===== src/rtl/seven_segment_pkg.sv =====
// rtl/seven_segment_pkg.sv - shared types and segment lookup for the seven-segment display mux
package seven_segment_pkg;

   localparam logic [6:0] SEG_BLANK = 7'h7F;

   typedef enum logic {BLANK, SHOW} scan_state_t;

   // Active-low {g,f,e,d,c,b,a}; non-BCD codes render dark
   function automatic logic [6:0] seg_pattern(input logic [3:0] bcd);
      logic [6:0] seg;
      case (bcd)
         4'd0:    seg = 7'b1000000;
         4'd1:    seg = 7'b1111001;
         4'd2:    seg = 7'b0100100;
         4'd3:    seg = 7'b0110000;
         4'd4:    seg = 7'b0011001;
         4'd5:    seg = 7'b0010010;
         4'd6:    seg = 7'b0000010;
         4'd7:    seg = 7'b1111000;
         4'd8:    seg = 7'b0000000;
         4'd9:    seg = 7'b0010000;
         default: seg = SEG_BLANK;
      endcase
      return seg;
   endfunction

endpackage


===== src/rtl/seven_segment_decode.sv =====
// rtl/seven_segment_decode.sv - combinational BCD to active-low seven-segment decoder
module seven_segment_decode
   import seven_segment_pkg::*;
(
   input  logic [3:0] bcd_in,
   output logic [6:0] seg_out
);

   always_comb begin
      seg_out = seg_pattern(bcd_in);
   end

endmodule


===== src/rtl/seven_segment_mux.sv =====
// rtl/seven_segment_mux.sv - double-buffered multiplexed seven-segment driver; option LEADING_ZERO_BLANK_EN
module seven_segment_mux
   import seven_segment_pkg::*;
#(
   parameter int NUM_DIGITS   = 4,
   parameter int SCAN_DIV     = 1000,
   parameter int BLANK_CYCLES = 16
) (
   input  logic                      clk,
   input  logic                      reset_n,
   input  logic [4*NUM_DIGITS-1:0]   digits_in,
   input  logic [NUM_DIGITS-1:0]     dp_in,
   input  logic                      in_valid,
   output logic                      in_ready,
   output logic [6:0]                led_out,
   output logic                      dp_out,
   output logic [NUM_DIGITS-1:0]     digit_sel,
   output logic                      frame_done
);

   localparam int CNT_W = (SCAN_DIV > 1) ? $clog2(SCAN_DIV) : 1;
   localparam int IDX_W = (NUM_DIGITS > 1) ? $clog2(NUM_DIGITS) : 1;
   localparam logic [CNT_W-1:0] CNT_LAST       = CNT_W'(SCAN_DIV - 1);
   localparam logic [CNT_W-1:0] CNT_BLANK_LAST = CNT_W'(BLANK_CYCLES - 1);
   localparam logic [IDX_W-1:0] IDX_LAST       = IDX_W'(NUM_DIGITS - 1);

   scan_state_t               state_q, state_d;
   logic [CNT_W-1:0]          cnt_q, cnt_d;
   logic [IDX_W-1:0]          idx_q, idx_d;
   logic [4*NUM_DIGITS-1:0]   front_dig_q, front_dig_d, back_dig_q, back_dig_d;
   logic [NUM_DIGITS-1:0]     front_dp_q, front_dp_d, back_dp_q, back_dp_d;
   logic                      pending_q, pending_d;
   logic                      in_ready_q, in_ready_d;
   logic [6:0]                led_q, led_d;
   logic                      dp_q, dp_d;
   logic [NUM_DIGITS-1:0]     sel_q, sel_d;
   logic                      frame_done_q, frame_done_d;

   logic                      accept;
   logic                      frame_last;
   logic [3:0]                digit_code;
   logic [6:0]                digit_seg;
   logic [NUM_DIGITS-1:0]     lz_blank;

   assign accept     = in_valid && in_ready_q;
   assign frame_last = (cnt_q == CNT_LAST) && (idx_q == IDX_LAST);

   always_comb begin
      cnt_d   = cnt_q + 1'b1;
      idx_d   = idx_q;
      state_d = state_q;
      if (cnt_q == CNT_LAST) begin
         cnt_d = '0;
         idx_d = (idx_q == IDX_LAST) ? '0 : idx_q + 1'b1;
      end
      case (state_q)
         BLANK:   if (cnt_q == CNT_BLANK_LAST) state_d = SHOW;
         SHOW:    if (cnt_q == CNT_LAST) state_d = BLANK;
         default: state_d = BLANK;
      endcase
   end

   // Accept and swap cannot coincide: accept needs pending clear, swap needs it set
   always_comb begin
      back_dig_d  = back_dig_q;
      back_dp_d   = back_dp_q;
      front_dig_d = front_dig_q;
      front_dp_d  = front_dp_q;
      pending_d   = pending_q;
      if (accept) begin
         back_dig_d = digits_in;
         back_dp_d  = dp_in;
         pending_d  = 1'b1;
      end
      if (frame_last && pending_q) begin
         front_dig_d = back_dig_q;
         front_dp_d  = back_dp_q;
         pending_d   = 1'b0;
      end
      in_ready_d = !pending_d;
   end

`ifdef LEADING_ZERO_BLANK_EN
   logic lz_run;
   always_comb begin
      lz_blank = '0;
      lz_run   = 1'b1;
      for (int i = NUM_DIGITS - 1; i >= 1; i--) begin
         lz_run      = lz_run && (front_dig_d[4*i +: 4] == 4'd0);
         lz_blank[i] = lz_run;
      end
   end
`else
   assign lz_blank = '0;
`endif

   assign digit_code = front_dig_d[4*idx_d +: 4];

   seven_segment_decode u_decode (
      .bcd_in  (digit_code),
      .seg_out (digit_seg)
   );

   // Outputs are computed from next-cycle state so the registered pins line up with the slot
   always_comb begin
      sel_d = '1;
      led_d = SEG_BLANK;
      dp_d  = 1'b1;
      if (state_d == SHOW) begin
         sel_d[idx_d] = 1'b0;
         led_d        = lz_blank[idx_d] ? SEG_BLANK : digit_seg;
         dp_d         = ~front_dp_d[idx_d];
      end
      frame_done_d = (cnt_d == CNT_LAST) && (idx_d == IDX_LAST);
   end

   always_ff @(posedge clk) begin
      if (!reset_n) begin
         state_q      <= BLANK;
         cnt_q        <= '0;
         idx_q        <= '0;
         front_dig_q  <= '0;
         front_dp_q   <= '0;
         back_dig_q   <= '0;
         back_dp_q    <= '0;
         pending_q    <= 1'b0;
         in_ready_q   <= 1'b1;
         led_q        <= SEG_BLANK;
         dp_q         <= 1'b1;
         sel_q        <= '1;
         frame_done_q <= 1'b0;
      end else begin
         state_q      <= state_d;
         cnt_q        <= cnt_d;
         idx_q        <= idx_d;
         front_dig_q  <= front_dig_d;
         front_dp_q   <= front_dp_d;
         back_dig_q   <= back_dig_d;
         back_dp_q    <= back_dp_d;
         pending_q    <= pending_d;
         in_ready_q   <= in_ready_d;
         led_q        <= led_d;
         dp_q         <= dp_d;
         sel_q        <= sel_d;
         frame_done_q <= frame_done_d;
      end
   end

   assign in_ready   = in_ready_q;
   assign led_out    = led_q;
   assign dp_out     = dp_q;
   assign digit_sel  = sel_q;
   assign frame_done = frame_done_q;

endmodule

===== config.mk =====
export PLATFORM = sky130hd
export DESIGN_NAME = seven_segment_mux
export DESIGN_NICKNAME = d
export VERILOG_FILES = /design/src/rtl/seven_segment_pkg.sv /design/src/rtl/seven_segment_decode.sv /design/src/rtl/seven_segment_mux.sv
export SDC_FILE = /design/constraint.sdc
export NUM_CORES = 1
export LEC_CHECK = 0
export ABC_AREA = 1
export ABC_CLOCK_PERIOD_IN_PS = 2990
export CAP_MARGIN = 20
export CORE_AREA = 2 2 132 83
export CTS_CLUSTER_DIAMETER = 60
export DETAILED_ROUTE_END_ITERATION = 8
export DIE_AREA = 0 0 134 85
export PLACE_DENSITY = 0.59
export RECOVER_POWER = 25
export SLEW_MARGIN = 20
export SYNTH_ARGS = -nofsm -noshare
export SYNTH_HDL_FRONTEND = slang
export SYNTH_SLANG_ARGS = --single-unit
export TNS_END_PERCENT = 10

===== constraint.sdc =====
create_clock -name clk -period 2.99 [get_ports clk]
set_input_delay 0.897 -clock clk [delete_from_list [all_inputs] [get_ports clk]]
set_output_delay 0.897 -clock clk [all_outputs]
set_load 0.1 [all_outputs]

* Word-level counts from Yosys, hierarchy flattened *
Memory sizes are Yosys's and may differ from the RTL's. A register that Yosys moved wholly into a read port is not among the register bits.
Index checks and enable logic that the tools add are counted.

word-level totals
  register bits = 61
  bits of input ports = 23
  bits in read-only memories = 112
  memories kept = 1
  latch bits = 0
  bits in writable memories = 0
  output and inout port bits = 14
  word-level logic and storage cells = 52

memories
  name              words  width  rd ports  clocked after Yosys merged registers in  write ports  RTL line                 source
  (name not given)  16     7      1         1                                        0            seven_segment_pkg.sv:11  case (bcd)

operators by class
  $mul = 0
  divide/modulo/power cells = 0
  shift operators = 1
  bitwise gates (word level) = 5
  $add $sub $neg = 2
  multiplexer cells = 16
  magnitude comparators = 2
  equal/unequal tests = 5
  reduce and logical (&&, ||, !) cells = 8

operators with widths
  kind                                                               number
  equality test 10 bit, second input constant                        2
  2-to-1 mux 16 bit                                                  1
  variable part select 16 x 5 -> 4 bit                               1
  adder 10 x 1 -> 10 bit, second input constant                      1
  equality test 10 x 4 -> 1 bit, second input constant               1
  2-to-1 mux 10 bit                                                  1
  2-to-1 mux 1 bit                                                   7
  logical AND 1 bit                                                  5
  binary-select mux 1 bit (select 2 bit)                             2
  equality test 2 bit, second input constant                         2
  2-to-1 mux 2 bit                                                   2
  2-to-1 mux 4 bit                                                   1
  NOT 1 bit                                                          4
  NOT 4 bit                                                          1
  less-than comparator 2 x 3 -> 1 bit, second input constant         1
  OR reduction 3 bit                                                 1
  adder 2 x 1 -> 2 bit, second input constant                        1
  demux 1 bit (select 2 bit)                                         1
  greater-or-equal comparator 2 x 1 -> 1 bit, second input constant  1
  case mux 1 bit (2 select lines)                                    1
  AND reduction 2 bit                                                1
  zero test 1 bit                                                    1

* Logic depth before layout (Yosys ltp) *
  depth after elaboration = 8
  gate-level depth with buffers = 17
  gate-level depth less buffers = 17

* By module *
From an unflattened synthesis, not the netlist that was laid out.

unflattened totals
  cells, all modules = 414
  area total of the unflattened synthesis = 3024.2 um2

modules (own cells, without submodules)
  module                cells an instance  area an instance (um2)  times used
  seven_segment_mux     379                2836.5                  1
  seven_segment_decode  35                 187.7                   1

* Least setup slack after synthesis *
No wires, ideal clock.

  path kind = register to register
  start point = reg cnt_q[0]
  end point = reg led_q[0] (netlist: led_out[0])
  required time = 2.869 ns
  stages on the path, launching flop included = 17
  library setup time = 0.121 ns
  clock period less this slack = 2.201 ns
  arrival = 2.080 ns
  slack = 0.789 ns
  buffers on the path = 1
  cells stage by stage = dfxtp_1 ha_1 nand2_2 nor2_8 nand4_4 buf_2 nand2_1 nand2_1 nand2_1 nand2_1 nor2_1 inv_1 ha_1 inv_1 nand2_1 nand3_1 nand2_1

on the way
  longest elaborated chain between the ends = 5

RTL lines
  item                                                                               RTL line                  source
  start, declared                                                                    seven_segment_mux.sv:28   logic [CNT_W-1:0] cnt_q, cnt_d;
  start signal, assigned                                                             seven_segment_mux.sv:134  cnt_q <= cnt_d;
  equality test 10 bit / equality test 10 x 4 -> 1 bit (equally long branches)       --
  logical AND 1 bit (tied with other cells)                                          seven_segment_mux.sv:46   assign frame_last = (cnt_q == CNT_LAST) && (idx_q == IDX_LAST);
  logical AND 1 bit (tied with other cells)                                          seven_segment_mux.sv:75   if (frame_last && pending_q) begin
  2-to-1 mux 16 bit (tied with other cells)                                          seven_segment_mux.sv:75
  variable part select 16 x 5 -> 4 bit / OR reduction 3 bit (equally long branches)  --
  end, declared                                                                      seven_segment_mux.sv:34   logic [6:0] led_q, led_d;

Several ways; a longest one is shown, not always the timed one. The select of a mux whose other input is x is not followed.
A chain may end at the register's enable or synchronous reset.

==> impl_summary.md <==
Detailed routing
Across all layers, the routed design uses 2494 vias. Using the TritonRoute via totals, the vias-per-cell ratio works out to 4.293. The number of antenna-violating nets in the routed design is 0. For this run, the detailed router's first-pass iteration total came to 4. The detailed-route wire length is 6626 um. The DRC violation count after routing is 0. In the final routed layout, each cell accounts on average for 11.40 um. For this block, the initial DRC count from the detailed router was 129.

Logic synthesis
The flop and latch count out of synthesis is 68. The count of flip-flops with a built-in enable after synthesis is 0. The predominant post-synthesis flop cell is dfxtp_1.

The synthesized netlist occupies a cell area of 2974 um2. The sequential element share of the synthesized area is 45.77%. Yosys printed 0 warnings.

The async set-reset flop share out of synthesis is 0%. The post-synth net total is 429. The average cell area after synthesis is 7.473 um2. The synthesized instance count is 398. Yosys mapped the design onto 33 distinct sky130hd cell types.

Power and ir drop
The share of total power consumed by net switching is 21.12%. The net switching power figure is 432.4 uW. The total chip power is 2048 uW. The share of total power dissipated in sequential elements is 46.3%.

For this design the static power due to leakage is 0.001576 uW. The power share of the clock group is 48.5%. In this run the power density over the cells is 549.8 nW/um2. The cell internal power dissipation is 1615 uW. The peak supply drop is 0.2822 mV. Combinational logic burns 5.2% of the power.

Global route
Global routing consumed, over all layers together, 12.74% of the routing resources. The initial antenna violation count is 0. The global-route wire length before repair is 11080 um. The maximum number of pins on one net before global-route repair is 32. After global routing the overflow that remains totals 0. The via count of the first global-routing pass is 2312.

Status
The flow ran to the end, and the final reports show no timing, DRC or antenna violations.

Floorplanning
The full die area is 11390 um2. The initial cell density of the core is 29.17%. During I/O placement, the number of pins put on the boundary was 37. The die is 85 um tall. The region available for standard cell placement spans 10200 um2.

Row generation in the floorplan step produced 29 rows. The die is 134 um wide.

Cells and area
The net count reported at finish is 470. 0 antenna diodes ended up in the layout. The relative area change from synthesis to final layout is 25.24%. The total of fill cells in the finished design is 1070.

The area of the multi-input gates is 1393 um2. Across the whole layout, storage elements account for 1361 um2. In the final layout, the share of cells above drive strength 1 is 13.57%.

Clock network
The number of buffers created by CTS is 9. The later pin in the worst-skew pair is clocked with a latency of 330 ps. The count of instances resized after the clock tree is built is 0. The number of setup buffers added after CTS is 0. In this run the deepest clock path goes through 2 buffers. Counting every sink on the clock net gives 68. Clock-pin slew was measured on the worst setup and hold paths at 50 ps. The CTS tree is done. The clock tree synthesis step divided the H-tree into 3 levels.

The post-cts hold buffer count is 0. The tree is rooted in a clkbuf_16.

Placed design
Input and output buffers added on the ports amount to 36. Summed over all nets, the half-perimeter wirelength after detailed placement is 4967 um. Routability-driven placement finished with a final weighted congestion of 0.8285.

Setup path
The reg2reg setup slack is 430 ps. The worst setup path is of the in -> reg kind. The required arrival time at the worst endpoint is 3260 ps.

The largest individual stage delay along the critical path comes from the cell clkbuf_1. STA classifies the critical path endpoint as a register. The critical path startpoint category is a primary input. The worst reg2reg path depth is 16. On the worst path, the slowest cell contributes a delay of 700 ps. The critical register-to-register path startpoint is cnt_q[0]. In this run the critical register-to-register path is captured at led_out[6]. The data arrival time of the critical path is 2900 ps. The signal on the critical path passes through clkdlybuf4s50_1 -> clkbuf_1 -> nand2_1 -> nor2_1 -> nand4_1 -> nor4_1 -> nand2_1 -> nor2_1. The critical-path maximum fanout is 23.

Timing
In the final timing run, aggregate negative setup slack is 0 ps. The worst-case hold slack is 453.3 ps. The clock period could shrink to 2634 ps. The share of the clock period used by the worst path is 88.09%. Static timing analysis puts the maximum clock frequency at 379.7 MHz. The worst setup skew after layout is 4.294 ps.

Setup violations remaining at the end of the flow were counted as 0. The total count of hold-check failures in the final report is 0. The final max-slew violation count was 0. Headroom to the max-slew limit came out at 9.849%. The actual transition at the worst max-transition pin is 1352 ps. Setup repair after global routing left no endpoint under its margin.

Min path
The tightest min-delay check is of the reg -> reg type. Along the worst hold path, the cell count comes to 2. The worst hold path terminates at back_dig_q[7]. The startpoint identified for the worst hold timing path is back_dig_q[7].

Job
The number of maximum-capacitance violations is 0.
-- synth_stat cells, types with 2 or more instances --
cell type | count | area [um2]
dfxtp_1 | 68 | 1361
o21ai_1 | 10 | 50.05
mux2i_1 | 3 | 30.03
nand2_2 | 9 | 56.30
nor2_4 | 5 | 56.30
o21ai_0 | 26 | 130.1
nor2_2 | 4 | 25.02
a21oi_1 | 20 | 100.1
nand2_1 | 96 | 360.4
buf_2 | 2 | 10.01
ha_1 | 8 | 100.1
nor3_1 | 3 | 15.01
inv_1 | 38 | 142.6
nor4_1 | 3 | 18.77
nand3_1 | 13 | 65.06
inv_2 | 6 | 22.52
clkbuf_1 | 7 | 26.28
nand4_1 | 6 | 37.54
or2_2 | 2 | 12.51
nor2_1 | 56 | 210.2
-- layer usage --
metal | up-vias | GRT usage, % | part of all wire (%) | wire length [um]
li1 | 1344 | - | - | -
met1 | 1090 | 17.87 | 53 | 3524
met2 | 49 | 16.92 | 38 | 2544
met3 | 11 | 5.496 | 6.6 | 435
met4 | 0 | 5.126 | 1.8 | 122
met5 | - | 0 | 0 | 0
-- worst max-delay path by stage --
stage,cells after the start,from,endpoint,slack [ps]
after floorplan,16,cnt_q[0],led_out[0],790
after global placement,16,cnt_q[0],led_out[6],510
after detailed placement,16,cnt_q[0],led_out[6],420
after CTS,16,cnt_q[0],led_out[6],410
after global routing,8,reset_n,frame_done,140
final,8,reset_n,frame_done,360
-- kinds of logic (layout without fill, tap and decap cells) --
group                      Yosys count  count (layout)  share of synthesized area [%]
adders and majority gates            8               8                          3.366
buffers and inverters               56             100                          7.404
AOI/OAI and AO/OA                   59              59                          10.48
and+or+nand+nor                    203             203                          31.68
DFF                                 68              68                          45.77
muxes                                3               3                          1.010
xor gates and xnor gates             1               1                         0.2945
-- placed cells by master, fill, tap and decap left out, drive strengths merged, types with 2 or more instances in the layout --
cell | synthesis | final
nand2 | 105 | 105
dfxtp | 68 | 68
nor2 | 66 | 66
inv | 44 | 44
o21ai | 36 | 36
clkdlybuf4s50 | 0 | 22
a21oi | 21 | 21
buf | 4 | 17
nand3 | 14 | 14
clkbuf | 7 | 13
ha | 8 | 8
nand4 | 8 | 8
nor4 | 3 | 3
nor3 | 3 | 3
mux2i | 3 | 3
clkinv | 1 | 3
or2 | 2 | 2
-- state kept, by name, indices dropped and copies added, names as in the netlist --
signal	cells
pending_q	1
idx_q	2
led_out	7
frame_done	1
cnt_q	10
front_dig_q	16
state_q	1
back_dp_q	4
digit_sel	4
in_ready	1
back_dig_q	16
dp_out	1
front_dp_q	4
-- worst max-delay path, delay by kind of cell --
family                 cells  cell delay, ps
buffers and inverters      2            1180
and+or+nand+nor            6             810
-- final cells by class --
class | instances | area share [%]
clock buffers | 11 | 6.248
clock inverters | 3 | 1.075
inverters | 45 | 4.535
multi-input cells | 274 | 37.39
flip-flops and latches | 68 | 36.55
well taps | 139 | 4.669
repair buffers | 41 | 9.540
-- power by group through the flow --
stage / clock, uW / sequential, uW / combinational (uW)
after floorplan: 0 / 973 / 53.1
final: 992 / 949 / 107
after CTS: 1020 / 949 / 110
after global routing: 1060 / 951 / 121
after detailed placement: 0 / 968 / 110
after global placement: 0 / 967 / 108
-- per-stage QoR --
stage	area [um2]	cells	utilization [%]	setup slack [ps]
finish	3725	581	36.53	356.1
global route	3725	581	36.53	140.8
CTS	3732	581	36.61	406.2
detailed placement	3460	567	33.93	424.5
global placement	3460	567	33.93	505.2
floorplan	2974	398	-	788.7
Note: power is estimated with default switching activity, not from simulation.
